### src/rtl/trap_unit.sv
// trap_unit: machine-mode trap/return sequencer with fetch redirect handshake (vectored irq targets when TRAP_VECTORED_EN is defined)
module trap_unit #(
    parameter int XLEN          = 32,
    parameter int NUM_IRQ       = 4,
    parameter int IRQ_CODE_BASE = 16
) (
    input  logic               clk,
    input  logic               rst_n,
    input  logic               pipe_flush,
    input  logic               exc_valid,
    input  logic [3:0]         exc_cause,
    input  logic [XLEN-1:0]    exc_pc,
    input  logic [XLEN-1:0]    int_pc,
    input  logic               mret,
    input  logic [NUM_IRQ-1:0] irq,
    input  logic [NUM_IRQ-1:0] irq_mask,
    input  logic               mie_wr,
    input  logic               mie_wdata,
    input  logic [XLEN-1:0]    mtvec,
    output logic               redirect_valid,
    input  logic               redirect_ready,
    output logic [XLEN-1:0]    redirect_target,
    output logic [XLEN-1:0]    mepc,
    output logic [XLEN-1:0]    mcause,
    output logic               mie,
    output logic               mpie,
    output logic               busy
);
    typedef enum logic {IDLE, REDIRECT} state_t;
    localparam logic [XLEN-1:0] ALIGN = {{(XLEN-2){1'b1}}, 2'b00};
    state_t              state;
    logic [NUM_IRQ-1:0]  pend;
    logic                irq_hit, open, take_exc, take_ret, take_irq;
    logic [XLEN-1:0]     irq_code, irq_target, base;
    assign pend     = irq & irq_mask;
    assign base     = mtvec & ALIGN;
    assign open     = state == IDLE && !pipe_flush;
    assign take_exc = open && exc_valid;
    assign take_ret = open && !exc_valid && mret;
    assign take_irq = open && !exc_valid && !mret && mie && irq_hit;
    assign busy     = state == REDIRECT;
`ifdef TRAP_VECTORED_EN
    assign irq_target = base + (irq_code << 2);
`else
    assign irq_target = base;
`endif
    // pick the lowest-index enabled line (descending scan, last hit wins)
    always_comb begin
        irq_hit  = 1'b0;
        irq_code = '0;
        for (int i = NUM_IRQ - 1; i >= 0; i--)
            if (pend[i]) begin
                irq_hit  = 1'b1;
                irq_code = XLEN'(IRQ_CODE_BASE + i);
            end
    end
    // trap/return acceptance, CSR updates and redirect handshake
    always_ff @(posedge clk or negedge rst_n) begin
        if (!rst_n) begin
            state           <= IDLE;
            redirect_valid  <= 1'b0;
            redirect_target <= '0;
            mepc            <= '0;
            mcause          <= '0;
            mie             <= 1'b0;
            mpie            <= 1'b0;
        end else if (take_exc) begin
            state           <= REDIRECT;
            redirect_valid  <= 1'b1;
            redirect_target <= base;
            mepc            <= exc_pc & ALIGN;
            mcause          <= XLEN'(exc_cause);
            mpie            <= mie;
            mie             <= 1'b0;
        end else if (take_ret) begin
            state           <= REDIRECT;
            redirect_valid  <= 1'b1;
            redirect_target <= mepc;
            mie             <= mpie;
            mpie            <= 1'b1;
        end else if (take_irq) begin
            state           <= REDIRECT;
            redirect_valid  <= 1'b1;
            redirect_target <= irq_target;
            mepc            <= int_pc & ALIGN;
            mcause          <= {1'b1, irq_code[XLEN-2:0]};
            mpie            <= mie;
            mie             <= 1'b0;
        end else begin
            if (mie_wr) mie <= mie_wdata;
            if (state == REDIRECT && redirect_ready) begin
                state          <= IDLE;
                redirect_valid <= 1'b0;
            end
        end
    end
endmodule

### config.mk
export PLATFORM = sky130hd
export DESIGN_NAME = trap_unit
export DESIGN_NICKNAME = d
export VERILOG_FILES = /design/src/rtl/trap_unit.sv
export SDC_FILE = /design/constraint.sdc
export NUM_CORES = 1
export LEC_CHECK = 0
export BUFFER_PORTS_ARGS = -buffer_cell sky130_fd_sc_hd__clkbuf_2
export CAP_MARGIN = 20
export CELL_PAD_IN_SITES_DETAIL_PLACEMENT = 1
export CELL_PAD_IN_SITES_GLOBAL_PLACEMENT = 2
export CORE_ASPECT_RATIO = 0.7
export CORE_MARGIN = 4
export CORE_UTILIZATION = 24
export CTS_CLUSTER_SIZE = 8
export DETAILED_ROUTE_END_ITERATION = 8
export PLACE_DENSITY_LB_ADDON = 0.2
export SETUP_SLACK_MARGIN = 0.05
export SLEW_MARGIN = 20
export SYNTH_ARGS = -nofsm -noshare
export SYNTH_HDL_FRONTEND = slang
export SYNTH_SLANG_ARGS = --single-unit
export TNS_END_PERCENT = 30
### constraint.sdc
create_clock -name clk -period 2.3 [get_ports clk]
set_input_delay 0.115 -clock clk [delete_from_list [all_inputs] [get_ports clk]]
set_output_delay 0.115 -clock clk [all_outputs]
set_load 0.05 [all_outputs]
==> results of run 1 <==
cells in the mapped netlist, drive strengths merged:
master,instances
a32o,1
o31a,1
inv,2
nand2b,24
mux2,1
and2,2
nand2,63
nor3b,3
o21ai,4
nor4b,1
a221oi,1
o221a,28
a22o,2
conb,1
or4b,1
nor2,4
a211oi,1
a221o,2
buf,45
nor3,32
a21oi,2
o31ai,1
dfrtp,69
a21o,2
a22oi,3
clkbuf,13
or2b,5
a31oi,30
or3,1
routing by layer:
layer / track usage, % / vias to the layer above
met4: 2.89 / 0
met2: 23.3 / 114
met3: 5.75 / 8
met1: 20.0 / 1571
li1: - / 1545
met5: 0 / -
state kept, by name, indices dropped and copies added (netlist names):
| name | flops |
|---|---|
| mie | 1 |
| mcause | 6 |
| redirect_target | 30 |
| mepc | 30 |
| mpie | 1 |
| busy | 1 |
power breakdown:
group | internal [mW] | switching [mW] | total, mW
Sequential | 1.59 | 0.275 | 1.87
Clock | 0.977 | 0.546 | 1.52
Combinational | 0.714 | 2.03 | 2.74
Total | 3.29 | 2.85 | 6.13
per-stage QoR:
step                      cells  utilization, %  setup slack (ps)
final                       721            34.5               222
after global routing        721            34.5               120
after CTS                   721            34.5               196
after detailed placement    700            31.8               192
after global placement      700            31.8               243
after floorplan             374               -               166
worst reg2reg max path, delay by kind of cell (launching register included):
family          cells  cell delay [ps]
buf+inv             1              210
compound gates      2              580
flops               1              390
simple gates        2              790
logic make-up after synthesis:
family                 count (synthesis)  synth area share [%]
multiplexers                           1                 0.324
AND/OR/NAND/NOR                      136                  19.3
other                                  1                 0.108
AO/OA/AOI/OAI                         78                  18.9
buffers and inverters                 60                  11.8
flip-flops                            69                  49.7
final timing paths:
| check | endpoint | from |
|---|---|---|
| worst max-delay path | redirect_target[4]$_DFFE_PN0P_ | busy$_DFFE_PN0P_ |
| worst min-delay path | mepc[2]$_DFFE_PN0P_ | exc_pc[2] |
| worst max register to register | redirect_target[4]$_DFFE_PN0P_ | busy$_DFFE_PN0P_ |
| worst min register to register | mcause[4]$_DFFE_PN0P_ | mcause[4]$_DFFE_PN0P_ |
| max in group asynchronous | redirect_target[4]$_DFFE_PN0P_ | rst_n |
| min in group asynchronous | redirect_target[18]$_DFFE_PN0P_ | rst_n |
area by class of cell:
cell class              count  area share [%]
clock inverters             6            1.78
repair buffers            199            22.2
multi-input cells         245            30.4
clock buffers              10            4.93
inverters                   2           0.155
well taps                 190            4.91
flip-flops and latches     69            35.6
repair_timing:
action,in CTS,in global routing
resized for setup,0,0
hold buffers,5,0
endpoints found under the hold margin,73,0
==> run metrics, run 1 <==
status completed; Finished Cell Area 4840 µm²; vias in the first global route 3505; mapped cell area 3480 µm²; DRT Pass-1 Iters 4; layout cell share with drive strength beyond 1 46.1%; setup violators final 0; Hold WC Path Type input port to flip-flop; Seq/Total Area, Yosys 49.7%; Hold Vio Cnt, Final 0; CP Launch Type flip-flop; Clk pin slew, worst setup/hold paths 60 ps; hold path cells 3; HPWL Detailed 9360 µm; Max clock buf depth 2; CP Capture Type flip-flop; die footprint 16500 µm²; CP Buf/Inv Count 1; WL met2 5600 µm; post-synthesis instance total 345; Syn-to-layout area delta 39.3%; total track usage 14.9%; pin count of the biggest net entering global routing 70; CP max stage delay 550 ps; CTS tree done; vias per std cell 4.49; most frequent cells in the layout clkbuf_2 (178), dfrtp_1 (69), nand2_1 (63), nor3_1 (32); final wirelength 12500 µm; GP Congestion 0.755; Vias 3238; drt wl/cell 17.4 µm; die span in y 109 µm; Ys Warns 0; RSZ-0062 raised after global routing no; Post-DP Area 4470 µm²; # diodes 0; flops & latches, synth 69; initial core utilization 24.7%; Core Box Area 14100 µm²; total power 6.13 mW; Max Cap Viol 0; CP Max Fanout 17; CP Class flip-flop to flip-flop; met3 wire length 869 µm; clk sinks 69; cells on worst reg2reg path 5; critical-path cell list or4b_4, a211oi_4, nor2_2, buf_12, o221a_2; fmax 0.481 GHz; total I/O pin count 216; Site Rows 36; Num CTS Buffers 9; Synth cell types 33; CP max-delay cell or4b_4; Top Metal Used met4; Storage cell area 1730 µm²; Multi-input gate area 1470 µm²; DRC Markers 0; final slew viol count 0; Setup Skew 8.13 ps; setup TNS 0 ps; ranking of synthesized cells by area dfrtp_1 (50%), o221a_2 (9.1%), buf_4 (7.8%), nand2_1 (6.8%), a31oi_1 (5.4%); grt total ovfl 0; Final ANT Viol Nets 0; PortBufs 179; Iter 0 DRT Violations 75; hold_ws 22.2 ps; Worst-Skew Late Latency 330 ps; Peak VDD IR 0.388 mV; root buf cell clkbuf_16; Pleak 2.32 nW; # fillers 1694; initial antenna violation count 0; Setup Fix Bufs, Post-CTS 0; leading cell type in the layout, fill and taps excluded clkbuf_2; Critical Path RT 2510 ps; worst slew pin tran 949 ps; dominant cell type by area after synthesis dfrtp_1; Worst Path Arrival 2290 ps; Min Clock Period, post-route 2080 ps; fin crit share 90.3%; CP top delay family simple AND/OR/NAND/NOR gates; Crit path depth 5; H-tree depth 3; Rel. slew slack 36.7%; fin nets 642; Metal-1 WL 5980 µm; Synth top area share 49.7%; Avg Inst Size Synth 10.1 µm²; Pwr Density 1270 nW/µm²; Die X 152 µm; reg2reg setup slack 220 ps; global-route wire length before repair 19600 µm
Power figures use the tool's default switching activity.
==> inputs of run 2 (changes only) <==
--- a/config.mk
+++ b/config.mk
@@ -7,11 +7,11 @@
 export LEC_CHECK = 0
 export BUFFER_PORTS_ARGS = -buffer_cell sky130_fd_sc_hd__clkbuf_2
 export CAP_MARGIN = 20
-export CELL_PAD_IN_SITES_DETAIL_PLACEMENT = 1
-export CELL_PAD_IN_SITES_GLOBAL_PLACEMENT = 2
+export CELL_PAD_IN_SITES_DETAIL_PLACEMENT = 0
+export CELL_PAD_IN_SITES_GLOBAL_PLACEMENT = 1
 export CORE_ASPECT_RATIO = 0.7
 export CORE_MARGIN = 4
-export CORE_UTILIZATION = 24
+export CORE_UTILIZATION = 30
 export CTS_CLUSTER_SIZE = 8
 export DETAILED_ROUTE_END_ITERATION = 8
 export PLACE_DENSITY_LB_ADDON = 0.2
==> run 2 against run 1 <==
Die area decreased by 19%. Clock-buffer cell count is 4 higher. Power is 5.1% lower. Sequential power hardly changed. Clock power is 20% lower. Sequential share of layout area grew 0.62 points. Register-to-register slack lost 20 ps. Critical path type unchanged. Largest power group unchanged.
==> run metrics, run 2 (same netlist as run 1, synthesis figures left out) <==
GP Congestion 0.760 (+0.68%); Iter 0 DRT Violations 161 (+110%); Post-DP Area 4460 µm² (-0.20%); fin crit share 91.2% (+0.84 points); Worst-Skew Late Latency 330 ps (about the same); Clk network pwr share 20.9% (-3.9 points); Core Box Area 11200 µm² (-21%); Worst Path Arrival 2310 ps (+20 ps); Critical Path RT 2510 ps (about the same); leading cell type in the layout, fill and taps excluded clkbuf_2; cells on worst reg2reg path 6 (+1); final slew viol count 0 (unchanged); CP max-delay cell or4b_4; Num CTS Buffers 9 (unchanged); setup violators final 0 (unchanged); total track usage 17.1% (+2.1 points); register share of total power 32.2% (+1.7 points); final wirelength 11200 µm (-10%); Max Cap Viol 0 (unchanged); DRC Markers 0 (unchanged); Site Rows 32 (-11%); fin util 42.6% (+8.2 points); Pwr Density 1220 nW/µm² (-3.4%); total I/O pin count 216 (unchanged); Top Registers mepc: 30 flops, redirect_target: 30 flops, mcause: 6 flops; status completed; CP Class flip-flop to flip-flop; r2r endpoint redirect_target[4]$_DFFE_PN0P_; hold path cells 3 (unchanged); Psw 2.77 mW (-2.5%); CP Launch Type flip-flop; Vias 3226 (-0.37%); Final ANT Viol Nets 0 (unchanged); DRT Pass-1 Iters 5 (+1); Pint 3.05 mW (-7.3%); Hold Vio Cnt, Final 0 (unchanged); die footprint 13400 µm² (-19%); Min Clock Period, post-route 2100 ps (+19.3 ps); RSZ-0062 raised after global routing no; PortBufs 179 (unchanged); CP Max Fanout 17 (unchanged); Clk pin slew, worst setup/hold paths 50 ps (about the same); Sw Ratio 47.7% (+1.3 points); CTS tree done; critical-path cell list or4b_4, a211oi_4, buf_4, nor2_2, buf_12, o221a_2; # diodes 0 (unchanged); initial antenna violation count 0 (unchanged); drt wl/cell 16.4 µm (-5.8%); clk sinks 69 (unchanged); Peak VDD IR 0.414 mV (+6.9%); root buf cell clkbuf_16; Worst Min Path Start exc_pc[7]; Rel. slew slack 38.3% (+1.6 points); die span in y 98.1 µm (-9.8%); Syn-to-layout area delta 36.9%; most frequent cells in the layout clkbuf_2 (178), dfrtp_1 (69), nand2_1 (63), nor3_1 (32); CP Capture Type flip-flop; R2R Path Start busy$_DFFE_PN0P_; initial core utilization 31.1% (+6.4 points); pin count of the biggest net entering global routing 70 (unchanged); grt total ovfl 0 (unchanged); Max clock buf depth 2 (unchanged); Finished Cell Area 4760 µm² (-1.7%); HPWL Detailed 8320 µm (-11%); vias per std cell 4.70 (+4.7%); fmax 0.477 GHz (-0.92%); fin nets 644 (+0.31%); Hold WC Path Type input port to flip-flop; setup TNS 0 ps (unchanged); Setup Skew 3.05 ps (-5.08 ps); global-route wire length before repair 17800 µm (-9.1%); CP max stage delay 550 ps (about the same); vias in the first global route 3259 (-7.0%); worst slew pin tran 925 ps (-24.1 ps); Hold Path End mepc[7]$_DFFE_PN0P_; combinational power share 46.9% (+2.2 points); Pleak 2.31 nW (-0.70%); Die X 137 µm (-10%); layout cell share with drive strength beyond 1 45.4% (-0.74 points); # resized after CTS 0 (unchanged); H-tree depth 3 (unchanged); reg2reg setup slack 200 ps (-20 ps)
[run 2: cell types whose count changed in the layout (fill, tap and decap cells not counted)]
cell / previous run / this run
buf_4: 15 / 16
clkinvlp_4: 1 / 0
clkbuf_8: 1 / 0
nand2b_1: 23 / 24
nand2b_2: 1 / 0
clkbuf_1: 0 / 5
buf_12: 1 / 3
clkinv_4: 1 / 0
bufinv_16: 2 / 0
dlygate4sd3_1: 5 / 4
[run 2: metrics by stage]
stage	power, mW	instances	worst slack, ps	hold WS, ps
2_1_floorplan	3.94	374	166	-181
3_3_place_gp	4.62	665	227	312
3_5_place_dp	4.64	665	182	309
4_1_cts	5.89	685	163	9.78
5_1_grt	6.14	686	99.5	11.7
6_report	5.82	686	203	23.0
[run 2: timing repair]
action,CTS,global route
endpoints found under the hold margin,72,0
hold buffers,4,0
setup buffers,0,1
setup endpoints to repair,0,5
[run 2: final cells by class]
class / count / area [µm²]
clock inverter: 2 / 10.0
inverter: 2 / 7.51
multi-input combinational: 245 / 1470
tap: 153 / 191
sequential: 69 / 1730
timing repair buffer: 201 / 1110
clock buffer: 14 / 244
fill: 1149 / 6410
[run 2: per-layer routing]
layer  global-route usage (%)  wire length (µm)  vias to the layer above  part of all wire, %
li1                         -                 -                     1547                    -
met1                     23.5              4960                     1524                   44
met2                     24.7              4920                      142                   44
met3                     7.42              1240                       13                   11
met4                     4.11               105                        0                 0.94
met5                        0                 0                        -                    0
[run 2: how the worst max path moves through the flow]
stage,slack (ps),cells after the start,end,startpoint
final,200,6,redirect_target[4]$_DFFE_PN0P_,busy$_DFFE_PN0P_
after floorplan,170,6,redirect_target[21]$_DFFE_PN0P_,busy$_DFFE_PN0P_
after detailed placement,180,6,mepc[18]$_DFFE_PN0P_,busy$_DFFE_PN0P_
after global placement,230,6,mepc[18]$_DFFE_PN0P_,busy$_DFFE_PN0P_
after CTS,160,6,mepc[16]$_DFFE_PN0P_,busy$_DFFE_PN0P_
after global routing,100,7,mepc[3]$_DFFE_PN0P_,busy$_DFFE_PN0P_
[run 2: critical path: cells and delay by family (launching register included)]
kind,cells,cell delay (ps)
AND/OR/NAND/NOR,2,700
AO/OA/AOI/OAI,2,520
buffers and inverters,2,380
flip-flops,1,370
[run 2: power groups by stage]
| stage | sequential (mW) | combinational [mW] | clock, mW |
|---|---|---|---|
| after floorplan | 3.18 | 0.760 | 0 |
| after global placement | 1.88 | 2.74 | 0 |
| after detailed placement | 1.89 | 2.75 | 0 |
| after CTS | 1.87 | 2.75 | 1.26 |
| after global routing | 1.93 | 2.88 | 1.32 |
| final | 1.87 | 2.73 | 1.22 |
